## config.mk

```make
export PLATFORM = sky130hd
export DESIGN_NAME = display_scheduler
export DESIGN_NICKNAME = d
export VERILOG_FILES = /design/src/rtl/display_scheduler.sv
export SDC_FILE = /design/constraint.sdc
export NUM_CORES = 1
export LEC_CHECK = 0
export CORE_MARGIN = 10
export CORE_UTILIZATION = 35
export DETAILED_ROUTE_END_ITERATION = 10
export GPL_TIMING_DRIVEN = 0
export PLACE_DENSITY = 0.61
export REMOVE_ABC_BUFFERS = 1
export SYNTH_ARGS = -nofsm -noshare
export SYNTH_HDL_FRONTEND = slang
export SYNTH_SLANG_ARGS = --single-unit
```

## constraint.sdc

```tcl
create_clock -name clk -period 5.4 [get_ports clk]
set_input_delay 0.54 -clock clk [delete_from_list [all_inputs] [get_ports clk]]
set_output_delay 0.54 -clock clk [all_outputs]
set_load 0.01 [all_outputs]
```

## src/rtl/display_scheduler.sv

```systemverilog
// display_scheduler
//   Time-shares a six-digit seven-segment display between NSRC signed
//   sources. Sources are visited in round-robin order over the enabled set;
//   the selected value's magnitude is converted to packed BCD with a
//   shift-add-3 engine running exactly W cycles, then presented together
//   with its sign. Magnitudes above 999999 show the overflow code 0xFFFFFF;
//   with no source enabled the no-data code 0xFFFFFE is shown.
//
// Ports
//   clk        in   rising-edge clock
//   reset      in   asynchronous, active-high
//   src_val    in   NSRC*W packed sources, source i at [i*W +: W]
//   src_en     in   per-source enable mask
//   next       in   one-cycle pulse: advance to the next enabled source
//   hold       in   level: suppress dwell-driven advance (refresh continues)
//   n          out  BCD digit word, digit 5 at [23:20]
//   sign       out  1 = displayed value is negative
//   sel        out  index of the source shown
//   busy       out  high in LOAD, CONV, PRESENT
//   dbg_state  out  current FSM state encoding
//
// Control semantics: next and hold are plain levels sampled on every clock.
// A next pulse seen while a conversion is in flight is remembered as one
// pending advance (further pulses merge into it) and takes effect on the
// first WAIT cycle. In WAIT, next advances immediately; a dwell expiry in
// the same cycle does not add a second advance.
module display_scheduler #(
  parameter int NSRC  = 4,
  parameter int W     = 24,
  parameter int DWELL = 50_000_000,
  localparam int SW   = (NSRC > 1) ? $clog2(NSRC) : 1,
  localparam int DW   = $clog2(DWELL),
  localparam int CW   = $clog2(W)
) (
  input  logic               clk,
  input  logic               reset,
  input  logic [NSRC*W-1:0]  src_val,
  input  logic [NSRC-1:0]    src_en,
  input  logic               next,
  input  logic               hold,
  output logic [23:0]        n,
  output logic               sign,
  output logic [SW-1:0]      sel,
  output logic               busy,
  output logic [2:0]         dbg_state
);

  localparam logic [2:0] S_IDLE    = 3'd0;
  localparam logic [2:0] S_LOAD    = 3'd1;
  localparam logic [2:0] S_CONV    = 3'd2;
  localparam logic [2:0] S_PRESENT = 3'd3;
  localparam logic [2:0] S_WAIT    = 3'd4;

  localparam logic [23:0] CODE_OVF    = 24'hFFFFFF;
  localparam logic [23:0] CODE_NODATA = 24'hFFFFFE;

  logic [2:0]    state_q,  state_d;
  logic [SW-1:0] sel_q,    sel_d;
  logic [23:0]   n_q,      n_d;
  logic          sign_q,   sign_d;
  logic          sign_r_q, sign_r_d;
  logic          ovf_q,    ovf_d;
  logic [W-1:0]  mag_q,    mag_d;
  logic [23:0]   bcd_q,    bcd_d;
  logic [CW-1:0] cnt_q,    cnt_d;
  logic [DW-1:0] dwell_q,  dwell_d;
  logic          pend_q,   pend_d;

  logic [SW-1:0] first_sel;
  logic [SW-1:0] hi_sel;
  logic          any_hi;
  logic [SW-1:0] nxt_sel;
  logic [W-1:0]  src_word;
  logic [W-1:0]  abs_word;
  logic [23:0]   bcd_adj;
  logic          expire;

  always_comb begin
    // Lowest enabled index, and lowest enabled index strictly above sel.
    // Descending scan so the smallest match is the one that sticks.
    first_sel = '0;
    hi_sel    = '0;
    any_hi    = 1'b0;
    src_word  = '0;
    for (int i = NSRC - 1; i >= 0; i--) begin
      if (src_en[SW'(i)]) begin
        first_sel = SW'(i);
        if (SW'(i) > sel_q) begin
          hi_sel = SW'(i);
          any_hi = 1'b1;
        end
      end
    end
    for (int i = 0; i < NSRC; i++) begin
      if (SW'(i) == sel_q) src_word = src_val[i*W +: W];
    end
    // Wrap to the lowest enabled index; lands back on sel when it is the
    // only enabled source.
    nxt_sel = any_hi ? hi_sel : first_sel;

    // Two's-complement magnitude; the most negative value maps to 2^(W-1)
    // as an unsigned W-bit number.
    abs_word = src_word[W-1] ? (~src_word + 1'b1) : src_word;

    for (int d = 0; d < 6; d++) begin
      bcd_adj[4*d +: 4] = (bcd_q[4*d +: 4] >= 4'd5) ? (bcd_q[4*d +: 4] + 4'd3)
                                                     : bcd_q[4*d +: 4];
    end

    expire = (dwell_q == DW'(DWELL - 1));

    state_d  = state_q;
    sel_d    = sel_q;
    n_d      = n_q;
    sign_d   = sign_q;
    sign_r_d = sign_r_q;
    ovf_d    = ovf_q;
    mag_d    = mag_q;
    bcd_d    = bcd_q;
    cnt_d    = cnt_q;
    dwell_d  = dwell_q;
    pend_d   = pend_q;

    case (state_q)
      S_IDLE: begin
        pend_d = 1'b0;
        if (src_en == '0) begin
          n_d    = CODE_NODATA;
          sign_d = 1'b0;
        end else begin
          sel_d   = first_sel;
          state_d = S_LOAD;
        end
      end
      S_LOAD: begin
        pend_d   = pend_q | next;
        sign_r_d = src_word[W-1];
        mag_d    = abs_word;
        ovf_d    = (abs_word > W'(999999));
        bcd_d    = '0;
        cnt_d    = '0;
        state_d  = S_CONV;
      end
      S_CONV: begin
        pend_d = pend_q | next;
        // Always W iterations, overflow or not, so latency is constant.
        {bcd_d, mag_d} = {bcd_adj[22:0], mag_q, 1'b0};
        if (cnt_q == CW'(W - 1)) begin
          state_d = S_PRESENT;
        end else begin
          cnt_d = cnt_q + 1'b1;
        end
      end
      S_PRESENT: begin
        pend_d  = pend_q | next;
        n_d     = ovf_q ? CODE_OVF : bcd_q;
        sign_d  = sign_r_q;
        dwell_d = '0;
        state_d = S_WAIT;
      end
      S_WAIT: begin
        pend_d  = 1'b0;
        dwell_d = dwell_q + 1'b1;
        if (src_en == '0) begin
          state_d = S_IDLE;
        end else if (pend_q || next || (expire && !hold)) begin
          sel_d   = nxt_sel;
          state_d = S_LOAD;
        end else if (expire) begin
          // Held refresh: same source if it is still enabled.
          sel_d   = src_en[sel_q] ? sel_q : nxt_sel;
          state_d = S_LOAD;
        end
      end
      default: begin
        state_d = S_IDLE;
      end
    endcase
  end

  always_ff @(posedge clk or posedge reset) begin
    if (reset) begin
      state_q  <= S_IDLE;
      sel_q    <= '0;
      n_q      <= CODE_NODATA;
      sign_q   <= 1'b0;
      sign_r_q <= 1'b0;
      ovf_q    <= 1'b0;
      mag_q    <= '0;
      bcd_q    <= '0;
      cnt_q    <= '0;
      dwell_q  <= '0;
      pend_q   <= 1'b0;
    end else begin
      state_q  <= state_d;
      sel_q    <= sel_d;
      n_q      <= n_d;
      sign_q   <= sign_d;
      sign_r_q <= sign_r_d;
      ovf_q    <= ovf_d;
      mag_q    <= mag_d;
      bcd_q    <= bcd_d;
      cnt_q    <= cnt_d;
      dwell_q  <= dwell_d;
      pend_q   <= pend_d;
    end
  end

  assign n         = n_q;
  assign sign      = sign_q;
  assign sel       = sel_q;
  assign busy      = (state_q == S_LOAD) || (state_q == S_CONV) || (state_q == S_PRESENT);
  assign dbg_state = state_q;

endmodule

```

-- After elaboration in Yosys (flattened, before gate mapping)
Index checks and enable logic that the tools add are counted.
- bits in registers: 112
- input port bits: 104
- output and inout bits: 31
- word-level logic and storage cells: 116
- $add $sub $neg: 9
- $lt $le $gt $ge: 10
- eq/ne operators: 17
- multiplexer cells: 47
- bitwise operators: 2
- reduce and logical (&&, ||, !) cells: 20
- operators with widths (operator ; number):
    two-way mux 24 bit ; 7
    case mux 24 bit (2 select lines) ; 3
    case mux 26 bit (2 select lines) ; 1
    adder 26 x 1 -> 26 bit, second input constant ; 1
    equality test 26 bit, second input constant ; 1
    adder 24 x 1 -> 24 bit, second input constant ; 1
    >= comparator 4 x 3 -> 1 bit, second input constant ; 6
    > comparator 24 x 20 -> 1 bit, second input constant ; 1
    two-way mux 2 bit ; 12
    inverter 24 bit ; 1
    adder 4 x 2 -> 4 bit, second input constant ; 5
    two-way mux 4 bit ; 5
    two-way mux 3 bit ; 6
    case mux 3 bit (5 select lines) ; 1
    inequality test 2 bit, second input constant ; 5
    case mux 5 bit (2 select lines) ; 1
    nonzero test 2 bit ; 5
    equality test 3 x 2 -> 1 bit, second input constant ; 2
    two-way mux 1 bit ; 6
    inequality test 3 bit, second input constant ; 2
    adder 5 x 1 -> 5 bit, second input constant ; 1
    equality test 5 bit, second input constant ; 1
    two-way mux 5 bit ; 1
    AND reduction 5 bit ; 1
    other kinds (22) ; 29

-- Logic depth before layout (Yosys ltp)
- depth after elaboration: 11
- mapped depth: 14
- depth with buffers taken out: 8

-- Worst setup path after synthesis
No wires, ideal clock.
- kind: reg-to-reg
- start: register sel_q[0], in the netlist sel[0]
- end: register ovf_q
- library setup time: 66 ps
- arrival time: 3375 ps
- required time: 5334 ps
- setup slack: 1959 ps
- cell stages (with the launch flop): 15
- cells stage by stage: dfrtp_1 -> buf_6 -> buf_12 -> buf_6 -> buf_4 -> buf_2 -> buf_2 -> mux2i_1 -> ha_1 -> o2111ai_2 -> o41ai_2 -> xnor2_1 -> or4_1 -> a311oi_1 -> o22a_1
- word-level cells in the longest chain between the ends: 9
- elaborated cells on any way between the ends: 12
- classes of those cells: add/sub: 1; order compare: 1; eq/ne: 3; mux: 5; bitwise: 1; reduce/logical: 1
- RTL lines (element ; line ; text):
    start: declaration ; 58 ; logic [SW-1:0] sel_q, sel_d;
    start signal: assignment ; 196 ; sel_q <= sel_d;
    logical NOT 2 bit ; 95 ; if (SW'(i) == sel_q) src_word = src_val[i*W +: W];
    two-way mux 24 bit (3 in a row) ; 95 ;
    two-way mux 24 bit (*) ; 95 ;
    inverter 24 bit ; 103 ; abs_word = src_word[W-1] ? (~src_word + 1'b1) : src_word;
    adder 24 x 1 -> 24 bit ; 103 ;
    two-way mux 24 bit (*) ; 103 ;
    > comparator 24 x 20 -> 1 bit (*) ; 139 ; ovf_d = (abs_word > W'(999999));
    end signal: assignment ; 200 ; ovf_q <= ovf_d;
    end: declaration ; 62 ; logic ovf_q, ovf_d;
Mark *: on every way between the ends. The rest lies on a longest branch, timed or not.
A chain may end at the register's enable or synchronous reset.

-- Worst setup path in the final report
- start: register state_q[2], in the netlist dbg_state[2]
- end: output busy
- word-level cells in the longest chain between the ends: 3
- elaborated cells on any way between the ends: 5
- classes of those cells: eq/ne: 3; reduce/logical: 2
- RTL lines (element ; line ; text):
    start: declaration ; 57 ; logic [2:0] state_q, state_d;
    start signal: assignment ; 195 ; state_q <= state_d;
    equality test 3 x 1 -> 1 bit or equality test 3 x 2 -> 1 bit (tied branches) ; 212 ; assign busy = (state_q == S_LOAD) || (state_q == S_CONV) || (state_q == S_PRESENT);
    logical OR 1 bit ; 212 ;
    logical OR 1 bit (*) ; 212 ;
    end: declaration ; 44 ; output logic busy,
Marks and branches as above.

==> reports/summary.txt <==
status - finished, final reports clean
Compound-Gate Fraction of Synth Area - 21.5%
aggregate global-route resource usage - 12.4%
Worst Path Max Fanout - 30
TritonCTS Buffers - 9
Leakage - 3.03 nW
HP Start - dwell_q[25]
largest net degree at the start of global routing - 65
layout cells sized above 1 - 11.1%
total power - 3.54 mW
required time worst endpoint - 4.86 ns
CTS resizes - 0
CTS clk-pin slew, worst paths - 0.07 ns
post-DR wirelength/cell - 15.9 µm
GPL Wtd Cong - 0.837
Syn Area/Cell - 10.1 µm²
DRT Pass-1 Iters - 7
Post-Layout Inst Area - 7700 µm²
Sink Count - 111
worst slack at placement - 2.03 ns
hold buffers post-CTS - 0
dpl hpwl - 10,800 µm
main combinational cell family by area after synthesis - compound AO/OA/AOI/OAI gates
Simple-Gate Fraction of Synth Area - 15.8%
Synth-to-Final Area Change - 22.2%
Clock Tree Buf Depth - 2
Worst EP arrival - 3.16 ns
r2r setup slk - 2.17 ns
Slew Limit Fails - 0
final worst slack - 1.70 ns
Yosys top cell area share - 34.9%
area leader, netlist - dfrtp_1
initial detailed-routing violation count - 382
Clk Latency, worst-skew pair - 0.34 ns
synth top area cells - dfrtp_1 35%, dfstp_2 9.6%, mux2i_1 4.4%
relative slew slack - 16.8%
register area share after synthesis - 44.5%
Final setup viols - 0
post-CTS setup buffer count - 0
num ports - 135
xor and xnor area share after synthesis - 4.30%
Root Driver - clkbuf_16
worst vdd ir - 0.235 mV
Hold Path Class - reg2reg
total of max-cap violations - 0
DP Cell Count - 913
cells on worst reg2reg path - 9
worst hold endpoint - dwell_q[25]
first-pass GRT wire length - 25,500 µm
DR vias/cell - 5.46
most common cell in the netlist - dfrtp_1
fin crit share - 68.5%
Post-synth EDFFs - 0
H-tree Lvls - 3
die width - 154 µm
Via Count - 5,069
Seq cells post-synth - 111
Max Clock Skew - 0.00748 ns
min Tclk post-route - 3.70 ns
FMAX - 270 MHz
RSZ-0062 raised after global routing - false
Distinct cells, synth - 72
CTS tree - built
Placed Area - 7370 µm²
Async S/R FF share, synth - 100%
final hold slack - 0.472 ns
Die Footprint - 23,800 µm²
post-route core utilization - 43.2%
Non-Filler Instances - 929
post-route ant nets - 0
global route total overflow - 0
Cell Area, Synth - 6310 µm²
multiplexer area fraction after synthesis - 7.02%
reg-to-reg endpoint - ovf_q
CP Launch Type - register
adder and majority gate portion of the synthesized area - 2.98%
fin nets - 814
IO buf count - 85
vias in the first global route - 5,259
pin slew with the least headroom to its limit - 1.24 ns
cell area power density - 459 nW/µm²
Starting Density - 35.4%
setup_tns - 0 ns
Antenna diodes - 0
Mapped Cells - 626
Residual DRC - 0
num rows - 49
Die Y - 154 µm
critical path class - reg2out
launching point of the worst reg2reg path - sel[0]
most common flop cell mapped by yosys - dfrtp_1
Yosys Warn Count - 0
initial antenna violation count - 0
core area - 17,800 µm²
fillers - 1,670
top cells by instance count after synthesis - 88 x dfrtp_1, 55 x o21ai_0, 47 x nand2_1, 38 x nor2_1, 28 x mux2i_1
Hold Path Cell Cnt - 1
final hold violations - 0
final WL - 14,800 µm
critical path endpoint category - primary output
[kinds of logic (layout without fill, tap and decap cells)]
group	after synthesis	in the layout
compound gates	196	196
simple gates	179	179
flops	111	111
buf+inv	54	128
mux	39	39
xor+xnor	31	31
fa+ha+maj	15	15
other cells	1	1
[cell usage in the layout (no fill, tap or decap), drive strengths merged, types with 6 or more instances in the layout]
cell           instances
o21ai                 56
xor2                   9
nand3                 16
o211ai                 6
nor4b                  6
nor3                  12
o22ai                 15
o22a                  24
nand4                 13
a22oi                 20
mux2i                 33
clkdlybuf4s50         85
nor3b                  7
dfrtp                 88
mux2                   6
nor4                   7
a21oi                 27
a32o                   6
clkbuf                12
xnor2                 22
nor2                  38
inv                   22
dfstp                 23
o31ai                 13
ha                    15
nand2                 48
o41ai                  6
nand2b                 8
[sequential cells by signal, indices dropped and copies added, names as in the netlist, 3 cells and up]
signal,flops
dbg_state,3
cnt_q,5
mag_q,24
dwell_q,26
n,24
bcd_q,24
[worst max-delay path, stage by stage, from the launching register on]
cell and delay (ns):
dfrtp_1 0.47, inv_1 0.15, and3_1 0.99, nor2_2 0.24
buf_8 0.26, nand2_1 0.10, clkdlybuf4s50_1 0.58
[cell type report]
| type | count | area [µm²] | share of cell area, % |
|---|---|---|---|
| timing repair buffer | 89 | 928 | 12.0 |
| sequential | 111 | 2810 | 36.4 |
| multi-input combinational | 461 | 3260 | 42.3 |
| tap | 229 | 287 | 3.72 |
| inverter | 23 | 88.8 | 1.15 |
| clock inverter | 4 | 95.1 | 1.23 |
| clock buffer | 12 | 236 | 3.07 |
[worst max-delay path by stage]
stage,start,to,slack (ns),depth (start not counted)
6_report,dbg_state[2],busy,1.70,6
3_5_place_dp,dbg_state[2],busy,2.03,6
2_1_floorplan,sel[0],ovf_q,1.66,8
4_1_cts,dbg_state[2],busy,1.64,6
3_3_place_gp,reset,mag_q[0],0.42,2
5_1_grt,dbg_state[2],busy,1.44,6
[metal layers]
layer  vias up  track usage (%)  part of all wire (%)
li1       2492                -                     -
met1      2462             15.8                    46
met2       103             20.6                    48
met3        12             2.86                   5.0
met4         0             3.60                   1.2
met5         -                0                     0
[report_power, final]
group          switching (mW)  internal, mW  total [mW]
Clock                   0.285         0.454       0.739
Combinational           0.848         0.690        1.54
Sequential              0.177          1.08        1.26
Total                    1.31          2.23        3.54
Note: power is estimated with default switching activity, not from simulation.
